**src/rtl/fill_sequencer.sv**
```systemverilog
// Request queue and single-outstanding line-fill sequencer between the Trapper request
// notifications and its availability notifications.
module fill_sequencer #(
  parameter int unsigned C_S_AXI_ID_WIDTH   = 1,
  parameter int unsigned CHANNEL_ADDR_WIDTH = 34,
  parameter int unsigned BEATS              = 4,
  parameter int unsigned QUEUE_LENGTH       = 8,
  parameter int unsigned REUSE_LAST         = 1,
  localparam int unsigned OW = (BEATS > 1) ? $clog2(BEATS) : 1,
  localparam int unsigned CW = $clog2(QUEUE_LENGTH + 1)
) (
  input  logic                          clock,
  input  logic                          reset,
  input  logic [CHANNEL_ADDR_WIDTH-1:0] request_notification_addr,
  input  logic [C_S_AXI_ID_WIDTH-1:0]   request_notification_id,
  input  logic [OW-1:0]                 request_notification_offset,
  input  logic                          request_notification_valid,
  output logic                          monitor_bypass_ready,
  output logic [CHANNEL_ADDR_WIDTH-1:0] fill_cmd_addr,
  output logic                          fill_cmd_valid,
  input  logic                          fill_cmd_ready,
  input  logic                          fill_done,
  output logic [CHANNEL_ADDR_WIDTH-1:0] availability_notification_addr,
  output logic [C_S_AXI_ID_WIDTH-1:0]   availability_notification_id,
  output logic [OW-1:0]                 availability_notification_offset,
  output logic                          availability_notification_valid,
  output logic [CW-1:0]                 occupancy,
  output logic                          overflow_error
);

  localparam int unsigned PW = $clog2(QUEUE_LENGTH);

  typedef enum logic [1:0] {StIdle, StIssue, StWait, StNotify} state_e;

  state_e r_state;
  state_e w_state_next;

  logic [CHANNEL_ADDR_WIDTH-1:0] r_q_addr [QUEUE_LENGTH];
  logic [C_S_AXI_ID_WIDTH-1:0]   r_q_id   [QUEUE_LENGTH];
  logic [OW-1:0]                 r_q_off  [QUEUE_LENGTH];

  logic [PW-1:0]                 r_wr_ptr;
  logic [PW-1:0]                 r_rd_ptr;
  logic [CW-1:0]                 r_count;
  logic [CW-1:0]                 w_count_next;

  logic [CHANNEL_ADDR_WIDTH-1:0] r_last_addr;
  logic                          r_last_valid;
  logic                          r_overflow;

  logic                          r_fill_cmd_valid;
  logic [CHANNEL_ADDR_WIDTH-1:0] r_fill_cmd_addr;
  logic                          r_avail_valid;
  logic [CHANNEL_ADDR_WIDTH-1:0] r_avail_addr;
  logic [C_S_AXI_ID_WIDTH-1:0]   r_avail_id;
  logic [OW-1:0]                 r_avail_off;

  logic                          w_empty;
  logic                          w_full;
  logic                          w_push;
  logic                          w_pop;
  logic                          w_reuse_hit;
  logic [CHANNEL_ADDR_WIDTH-1:0] w_head_addr;
  logic [C_S_AXI_ID_WIDTH-1:0]   w_head_id;
  logic [OW-1:0]                 w_head_off;

  always_comb begin
    w_empty     = (r_count == '0);
    w_full      = (r_count == CW'(QUEUE_LENGTH));
    w_pop       = (r_state == StNotify);
    // A full queue still accepts a push in the cycle the head is popped.
    w_push      = request_notification_valid && (!w_full || w_pop);
    w_head_addr = r_q_addr[r_rd_ptr];
    w_head_id   = r_q_id[r_rd_ptr];
    w_head_off  = r_q_off[r_rd_ptr];
    w_reuse_hit = (REUSE_LAST != 0) && r_last_valid && (w_head_addr == r_last_addr);

    w_count_next = r_count;
    if (w_push && !w_pop) begin
      w_count_next = r_count + 1'b1;
    end else if (!w_push && w_pop) begin
      w_count_next = r_count - 1'b1;
    end

    w_state_next = r_state;
    unique case (r_state)
      StIdle: begin
        if (!w_empty) begin
          w_state_next = w_reuse_hit ? StNotify : StIssue;
        end
      end
      StIssue: begin
        if (fill_cmd_ready) begin
          w_state_next = StWait;
        end
      end
      StWait: begin
        if (fill_done) begin
          w_state_next = StNotify;
        end
      end
      StNotify: begin
        w_state_next = StIdle;
      end
      default: begin
        w_state_next = StIdle;
      end
    endcase
  end

  // Queue storage needs no reset; only the pointers and count define validity.
  always_ff @(posedge clock) begin
    if (w_push) begin
      r_q_addr[r_wr_ptr] <= request_notification_addr;
      r_q_id[r_wr_ptr]   <= request_notification_id;
      r_q_off[r_wr_ptr]  <= request_notification_offset;
    end
  end

  always_ff @(posedge clock) begin
    if (reset) begin
      r_state          <= StIdle;
      r_wr_ptr         <= '0;
      r_rd_ptr         <= '0;
      r_count          <= '0;
      r_last_addr      <= '0;
      r_last_valid     <= 1'b0;
      r_overflow       <= 1'b0;
      r_fill_cmd_valid <= 1'b0;
      r_fill_cmd_addr  <= '0;
      r_avail_valid    <= 1'b0;
      r_avail_addr     <= '0;
      r_avail_id       <= '0;
      r_avail_off      <= '0;
    end else begin
      r_state <= w_state_next;
      r_count <= w_count_next;
      if (w_push) begin
        r_wr_ptr <= r_wr_ptr + 1'b1;
      end
      if (w_pop) begin
        r_rd_ptr <= r_rd_ptr + 1'b1;
      end
      if (request_notification_valid && w_full && !w_pop) begin
        r_overflow <= 1'b1;
      end
      if (r_state == StWait && fill_done) begin
        r_last_addr  <= w_head_addr;
        r_last_valid <= 1'b1;
      end
      // Strobes follow the next state so they are registered yet aligned with it.
      r_fill_cmd_valid <= (w_state_next == StIssue);
      if (r_state == StIdle && w_state_next == StIssue) begin
        r_fill_cmd_addr <= w_head_addr;
      end
      r_avail_valid <= (w_state_next == StNotify);
      if (r_state != StNotify && w_state_next == StNotify) begin
        r_avail_addr <= w_head_addr;
        r_avail_id   <= w_head_id;
        r_avail_off  <= w_head_off;
      end
    end
  end

  always_comb begin
    monitor_bypass_ready             = (r_count < CW'(QUEUE_LENGTH - 1));
    occupancy                        = r_count;
    overflow_error                   = r_overflow;
    fill_cmd_valid                   = r_fill_cmd_valid;
    fill_cmd_addr                    = r_fill_cmd_addr;
    availability_notification_valid  = r_avail_valid;
    availability_notification_addr   = r_avail_addr;
    availability_notification_id     = r_avail_id;
    availability_notification_offset = r_avail_off;
  end

endmodule
```
**config.mk**
```make
export PLATFORM = sky130hd
export DESIGN_NAME = fill_sequencer
export DESIGN_NICKNAME = d
export VERILOG_FILES = /design/src/rtl/fill_sequencer.sv
export SDC_FILE = /design/constraint.sdc
export NUM_CORES = 1
export LEC_CHECK = 0
export ABC_AREA = 1
export CORE_MARGIN = 2
export CORE_UTILIZATION = 45
export DETAILED_ROUTE_END_ITERATION = 8
export GPL_TIMING_DRIVEN = 0
export MAX_ROUTING_LAYER = met4
export SYNTH_ARGS = -nofsm -noshare
export SYNTH_HDL_FRONTEND = slang
export SYNTH_SLANG_ARGS = --single-unit
```
**constraint.sdc**
```tcl
create_clock -name clock -period 3.7 [get_ports clock]
set_clock_uncertainty 0.2 [all_clocks]
set_input_delay 0.37 -clock clock [delete_from_list [all_inputs] [get_ports clock]]
set_output_delay 0.37 -clock clock [all_outputs]
set_load 0.005 [all_outputs]
```
# Yosys cells after proc, flatten, opt, wreduce, memory -nomap -nowiden
# Memories as Yosys holds them, arrays and structs flattened. A register that Yosys moved wholly into a read port is not among the register bits.
# Index checks and enable logic that the tools add are counted.
# W data, S select, Z words.
# totals
register_bits	118
memories	3
mem_bits_rw	296
input_bits	42
# mem_list
memory	words	width	rd	rd_clocked_by_memory_dff	write_ports	line_no	text
r_q_addr	8	34	1	1	1	38	logic [CHANNEL_ADDR_WIDTH-1:0] r_q_addr [QUEUE_LENGTH];
r_q_off	8	2	1	1	1	40	logic [OW-1:0] r_q_off [QUEUE_LENGTH];
r_q_id	8	1	1	1	1	39	logic [C_S_AXI_ID_WIDTH-1:0] r_q_id [QUEUE_LENGTH];
# op_classes
eq_ne	8
reduce_logical	16
n_lt_le_gt_ge	1
addsub	4
n_mux	11
# ops
operator	n
$eq A34 B34 Y1	1
$logic_and A1 B1 Y1	9
$mux W2	4
$mux W4	2
$pmux W2 S4	1
$add A3 B1 Y3 const B	2
$eq A2 B2 Y1 const B	3
$mux W3	2
$add A4 B1 Y4 const B	1
$eq A2 B1 Y1 const B	2
$eq A4 B4 Y1 const B	1
$logic_not A4 Y1	1
$lt A4 B3 Y1 const B	1
$sub A4 B1 Y4 const B	1
$logic_not A1 Y1	3
$logic_not A2 Y1	1
$mux W1	2
$ne A2 B2 Y1 const B	1
$reduce_bool A2 Y1	1
$logic_or A1 B1 Y1	1

# Depth between registers and ports, before layout
# Gate-level depths: netlist of the first run.
# depth
depth_word	8
mapped_depth	23
mapped_depth_nobuf	20

# Worst setup path before layout of the first run
# OpenSTA, ideal clock, no wires.
# synth_timing
kind	register to register
startpoint	register r_state[1]
endpoint	memory r_q_addr[0][0] (enable)
t_required_ns	3.069
stages_incl_launch_ff	7
setup_slack_ns	0.558
arrival_time_ns	2.511
path_cell_list	dfxtp_1 > nand2_1 > nand4_1 > nand2_1 > inv_1 > nand2_1 > nor2_1
# synth_between
elab_chain_cells	5
# synth_lines
element	line_no	text
start: declaration	35	state_e r_state;
start signal: assignment	122	r_state <= StIdle;
start signal: assignment	136	r_state <= w_state_next;
$eq A2 B2 Y1	70	w_pop = (r_state == StNotify);
$logic_or A1 B1 Y1	72	w_push = request_notification_valid && (!w_full || w_pop);
$logic_and A1 B1 Y1	72	
net w_push	60	logic w_push;
$mux W1	113	if (w_push) begin
$mux W1 (implied by the code)	114	r_q_addr[r_wr_ptr] <= request_notification_addr;
end: declaration	38	
# The timed path passes the listed nets, and every way through them passes these cells.

==> run metrics, run 1 <==
Synth Area in Simple Gates 0.214; Top cell by count, worst path nand2_1; CTS tree built; via count 13600; initial antenna violation count 0; # clock sinks 420; Power per Cell Area 697 nW/um^2; Metal-1 WL 22100 um; CTS Buffer Depth 3; Placeable Area 38900 um^2; final setup vio count 0; slowest cell on the critical path clkbuf_1; Reg clk slew, reported paths 0.06 ns; Critical Path End fill_cmd_addr[21]; Die Width 203 um; Net Count, Synth 1967; first-pass GRT wire length 77100 um; post-synthesis sequential area ratio 0.638; grt ovf 0; CTS Hold Buffers Added 0; HPWL after DPL 35500 um; Data arrival, critical path 3.68 ns; final hold violation count 0; Hold Path Class input pin to flop; I/O Buffers 119; Post-Synth XOR/XNOR Area 0.000983; Die Span Y 203 um; RR Endpoint fill_cmd_addr[21]; WL met2 23100 um; Initial Util 0.458; Fmax 0.293 GHz; Tmin final 3.41 ns; FP Rows 72; relative slew slack 0.386; Final nets 2142; worst reg2reg setup slack 0.29 ns; clk root buf clkbuf_16; Worst Hold Slack 0.0725 ns; yosys warns 0; R2R depth 17; Ant. Diodes 0; Leak Pwr 8.78 nW; Post-Syn Instances 1919; post-synthesis mux area share 0; slowest stage delay, CP 0.61 ns; Yosys top cell area share 0.499; Place WS 0.0652 ns; CP Class flop to flop; DRC viols 0; largest net degree at the start of global routing 24; vias in the first global route 12900; max-slew violations 0; post-synth cell types 34; area leader, netlist edfxtp_1; io pins 121; WL met3 4660 um; H-tree depth 2; die area 41200 um^2; crit-path cells inv_2 -> clkbuf_1 -> nand3_1 -> nand2_1 -> nand2_1 -> nand2_1 -> nand2_1 -> nand4_1 -> nor2_1 -> nand2_1 -> nor2_2 -> nand2_4 -> nand3_2 -> inv_2 -> buf_2 -> nand2_1 -> a21oi_1; RSZ-0062 raised after global routing false; Compound-Gate Fraction of Synth Area 0.0596; iteration-0 DRC count of the detailed router 1216; Worst-Skew Late Latency 0.56 ns; Critical Path RT 3.97 ns; Post-Syn Area 17800 um^2; peak fanout along the critical path 10; CP endpoint kind flop; Hold Crit Start reset; status complete, no violations; total negative slack 0 ns; synth-to-layout area growth 19.2%; VDD IR max 0.346 mV; Avg Cell Area, Syn 9.29 um^2; Routed WL 51500 um; total CTS buffers 45; DR vias/cell 5.13; Total GRT Usage 0.259; period utilization 0.923; #FFs+latches synth 420; layout cells sized above 1 0.0715; GP Congestion 0.868; Initial DRT Pass Iterations 6; Routed WL per cell 19.5 um; max layer used met4; Synth Area in Adders 0.00463; synth top area cells edfxtp_1, dfxtp_1, nand2_1; worst slew pin tran 0.919 ns; Critical Path Source Type flop; main combinational cell family by area after synthesis simple AND/OR/NAND/NOR gates; total of max-cap violations 0; antenna-violating nets left 0; Setup WS post-layout 0.287 ns
==> worst max-delay path, delay by kind of cell (launching register included) <==
kind | cells | cell delay, ns
flip-flops | 1 | 0.33
buffers and inverters | 4 | 1.24
AO/OA/AOI/OAI | 1 | 0.14
AND/OR/NAND/NOR | 12 | 1.41
==> flip-flops by register name, indices dropped and copies added (netlist names), 3 cells and up, named ones only <==
signal,count
occupancy,4
r_wr_ptr,3
availability_notification_addr,34
r_rd_ptr,3
r_q_addr,272
r_q_off,16
r_last_addr,34
fill_cmd_addr,34
r_q_id,8
==> logic make-up (layout without fill, tap and decap cells) <==
logic type / after synthesis / count (layout)
simple gates: 932 / 932
flops: 420 / 420
buf+inv: 352 / 558
compound gates: 207 / 207
fa+ha+maj: 6 / 6
xor+xnor: 2 / 2
==> area by class of cell <==
class	instances	area, um^2
clock buffer	57	1170
fill	3561	17700
buffer	91	515
timing repair buffer	128	1380
multi-input combinational	1147	5030
sequential	420	11400
clock inverter	21	146
tap	518	648
inverter	261	980
==> worst min-delay path by stage <==
stage / endpoint / cells after the start
floorplan: r_last_valid / 2
global placement: overflow_error / 1
detailed placement: overflow_error / 1
CTS: fill_cmd_addr[0] / 2
global route: fill_cmd_addr[0] / 2
finish: fill_cmd_addr[0] / 2
==> where the power goes <==
group	switching (mW)	total [mW]	internal, mW
logic	2.81	4.57	1.76
clock network	1.79	4.15	2.36
registers	0.365	6.08	5.72
==> layout by cell type, fill, tap and decap left out, types with 2 or more instances in the layout <==
cell / instances
inv_1: 257
nand3_1: 135
buf_12: 8
edfxtp_1: 296
clkdlybuf4s50_1: 119
a21oi_1: 74
dfxtp_1: 124
nor2_4: 8
buf_1: 5
clkinv_1: 10
buf_6: 13
a32o_1: 2
o22ai_1: 3
clkbuf_1: 38
o21ai_1: 44
bufinv_16: 2
ha_1: 5
buf_4: 7
buf_2: 28
inv_2: 3
clkbuf_2: 12
o21ai_0: 79
nor2_1: 229
clkinv_2: 8
nand4_1: 19
clkbuf_16: 45
nand2_1: 519
nand3b_1: 6
xor2_1: 2
nor2_2: 11
==> synth_stat cells, drive strengths merged <==
library cell	n
a32o	2
and3	1
o221ai	1
a31oi	1
inv	260
nand3	137
nand2	521
nand3b	6
nand4	19
xor2	2
ha	5
edfxtp	296
o21ai	123
o22ai	3
o21a	1
a211oi	1
a21oi	74
clkinv	1
nor2	248
buf	55
dfxtp	124
fa	1
clkbuf	36
o211ai	1
==> stage by stage <==
step	utilization	instance area, um^2	std cells	power, mW
after floorplan	-	17800	1919	8.69
after global placement	0.505	19700	2556	10.6
after detailed placement	0.512	19900	2565	10.7
after CTS	0.545	21200	2643	14.9
after global routing	0.546	21200	2643	15.7
final	0.546	21200	2643	14.8
==> routing by layer <==
metal,vias up,track usage
li1,6527,-
met1,6372,0.343
met2,569,0.397
met3,102,0.0539
met4,0,0.0894
met5,-,-
==> what timing repair did <==
item,in CTS,in global routing
hold endpoints to repair,0,0
setup endpoints to repair,0,53
resized for setup,0,29
setup buffers,0,0
No activity file was read; power rests on OpenSTA's default activity.
==> inputs of run 2 (changes only) <==
--- a/config.mk
+++ b/config.mk
@@ -11,6 +11,7 @@
 export DETAILED_ROUTE_END_ITERATION = 8
 export GPL_TIMING_DRIVEN = 0
 export MAX_ROUTING_LAYER = met4
+export PLACE_DENSITY = 0.66
 export SYNTH_ARGS = -nofsm -noshare
 export SYNTH_HDL_FRONTEND = slang
 export SYNTH_SLANG_ARGS = --single-unit
==> constraint.sdc (replaced) <==
create_clock -name clock -period 3.1 [get_ports clock]
set_clock_uncertainty 0.2 [all_clocks]
set_input_delay 0.31 -clock clock [delete_from_list [all_inputs] [get_ports clock]]
set_output_delay 0.31 -clock clock [all_outputs]
set_load 0.005 [all_outputs]
==> run 2 against run 1 <==
Net effect: critical path depth is 4 higher; maximum frequency increased by 15%; die area is the same; cell area up 4.3%; non-clock buffer count increased by 17; cell count increased by 0.76%; critical endpoint is now availability_notification_addr[30]; first-iteration DRC count increased by 17%; largest cell class unchanged; sequential share of layout area is 2.2 points lower; register-to-register slack got worse by 0.14 ns; routed wire length is 0.54% lower; clock power up 27%.
==> run metrics, run 2 (synthesis gave the netlist of run 1 again) <==
status complete, no violations (unchanged); clk root buf clkbuf_16 (unchanged); period utilization 0.954 (was 0.923); max-slew violations 0 (unchanged); final setup vio count 0 (unchanged); M1 GR Usage 0.318 (was 0.343); DP Cell Count 2564 (was 2565); register share of total power 0.393 (was 0.411); clock group share of total power 0.286 (was 0.281); Routed WL per cell 19.2 um (was 19.5 um); Place WS -0.465 ns (was 0.0652 ns); Final Util 0.569 (was 0.546); Final nets 2158 (was 2142); number of flip-flops in the largest register 272 (unchanged); H-tree depth 2 (unchanged); Fmax 0.338 GHz (was 0.293 GHz); via count 13800 (was 13600); GRT met2 Usage 0.393 (was 0.397); antenna-violating nets left 0 (unchanged); VDD IR max 0.379 mV (was 0.346 mV); slowest cell on the critical path dfxtp_2 (was clkbuf_1); Power per Cell Area 833 nW/um^2 (was 697 nW/um^2); Routed WL 51200 um (was 51500 um); CP Class flop to flop (unchanged); Data arrival, critical path 3.20 ns (was 3.68 ns); slowest stage delay, CP 0.33 ns (was 0.61 ns); switching power 6.09 mW (was 4.97 mW); layout cells sized above 1 0.119 (was 0.0715); Die Width 203 um (unchanged); total of max-cap violations 0 (unchanged); CTS tree built (unchanged); part of the power in combinational logic 0.321 (was 0.309); I/O Buffers 119 (unchanged); gr busiest metal met2 (unchanged); Initial DRT Pass Iterations 6 (unchanged); Critical Path Source Type flop (unchanged); Non-Filler Instances 2663 (was 2643); most common cell after layout, fill and taps aside nand2_1 (unchanged); Reg clk slew, reported paths 0.06 ns (about the same); Switching Fraction 0.330 (was 0.335); peak fanout along the critical path 10 (unchanged); DR vias/cell 5.17 (was 5.13); Placeable Area 38900 um^2 (unchanged); io pins 121 (unchanged); crit-path cells buf_12 -> buf_12 -> buf_6 -> nor2_1 -> nor2_1 -> o21ai_1 -> nand3_1 -> nand2_2 -> nand2_1 -> nand2_1 -> nand2_1 -> nor2_1 -> nand2_1 -> nor2_2 -> nand2_4 -> nand2_8 -> nand3_4 -> buf_8 -> buf_6 -> nor2_2 -> nor2_1 (was inv_2 -> clkbuf_1 -> nand3_1 -> nand2_1 -> nand2_1 -> nand2_1 -> nand2_1 -> nand4_1 -> nor2_1 -> nand2_1 -> nor2_2 -> nand2_4 -> nand3_2 -> inv_2 -> buf_2 -> nand2_1 -> a21oi_1); cell-internal power 12.4 mW (was 9.84 mW); initial antenna violation count 2 (was 0); CP endpoint kind flop (unchanged); final hold violation count 0 (unchanged); most frequent cells in the layout nand2_1, edfxtp_1, inv_1 (unchanged); largest net degree at the start of global routing 25 (was 24); total negative slack 0 ns (unchanged); routing usage on met3 0.0552 (was 0.0539); grt ovf 0 (unchanged); Worst Hold Slack 0.265 ns (was 0.0725 ns); DRC viols 0 (unchanged); CTS Buffer Depth 3 (unchanged); GP Congestion 0.897 (was 0.868); iteration-0 DRC count of the detailed router 1421 (was 1216); die area 41200 um^2 (unchanged); # clock sinks 420 (unchanged); vias in the first global route 13100 (was 12900); Initial Util 0.458 (unchanged); Hold Path Class flop to flop (was input pin to flop); Leak Pwr 9.11 nW (was 8.78 nW); Setup WS post-layout 0.144 ns (was 0.287 ns); first-pass GRT wire length 76200 um (was 77100 um); synth-to-layout area growth 24.3% (was 19.2%); Tmin final 2.96 ns (was 3.41 ns); Critical Path RT 3.34 ns (was 3.97 ns); Worst-Skew Late Latency 0.57 ns (was 0.56 ns); relative slew slack 0.400 (was 0.386); FP Rows 72 (unchanged); Total GRT Usage 0.254 (was 0.259); most flop-heavy register r_q_addr (unchanged); worst slew pin tran 0.898 ns (was 0.919 ns); RSZ-0062 raised after global routing true (was false); total CTS buffers 44 (was 45); FILL cells 3322 (was 3561); Die Span Y 203 um (unchanged); HPWL after DPL 35000 um (was 35500 um)
==> run 2: power by group through the flow <==
stage / registers [mW] / logic, mW / clock network [mW]
after detailed placement: 7.36 / 5.40 / 0
final: 7.25 / 5.93 / 5.29
after global routing: 7.33 / 6.56 / 5.54
after floorplan: 7.31 / 3.05 / 0
after global placement: 7.36 / 5.24 / 0
after CTS: 7.24 / 5.52 / 5.32
==> run 2: layer usage <==
layer	part of all wire	up-vias
li1	-	6576
met5	0	-
met2	0.45	641
met1	0.41	6402
met3	0.091	148
met4	0.043	0
==> run 2: repair_timing <==
action | 4_1_cts | 5_1_grt
endpoints found under the hold margin | 1 | 0
buffers inserted | 4 | 11
endpoints found under the setup margin | 74 | 75
pin swaps | 2 | 25
hold buffers | 1 | 0
cloned | 0 | 3
resized for setup | 44 | 164
==> run 2: final timing paths <==
check,from,endpoint,slack [ns],cells past startpoint
worst min register to register,fill_cmd_addr[3],fill_cmd_addr[3],0.27,2
worst min-delay path,fill_cmd_addr[3],fill_cmd_addr[3],0.27,2
worst max register to register,flop,availability_notification_addr[30],0.14,21
worst max-delay path,flop,availability_notification_addr[30],0.14,21
==> run 2: worst max-delay path, delay by kind of cell, from the launching register on <==
| family | cells | cell delay, ns |
|---|---|---|
| AO/OA/AOI/OAI | 1 | 0.08 |
| flip-flops | 1 | 0.33 |
| AND/OR/NAND/NOR | 15 | 1.43 |
| buffers and inverters | 5 | 0.79 |
==> run 2: layout make-up <==
type                            instances  area, um^2  area share
Antenna cell                            2        5.00    0.000226
Buffer                                 90         777      0.0351
Clock buffer                           62        1310      0.0593
Clock inverter                         17         144     0.00649
Inverter                              261         985      0.0444
Multi-Input combinational cell       1147        5350       0.242
Sequential cell                       420       11400       0.513
Tap cell                              518         648      0.0293
Timing Repair Buffer                  146        1560      0.0703
==> run 2: per-stage QoR <==
step / area [um^2] / power (mW)
final: 22200 / 18.5
after global routing: 22200 / 19.4
after CTS: 21500 / 18.1
after detailed placement: 19900 / 12.8
after global placement: 19700 / 12.6
after floorplan: 17800 / 10.4
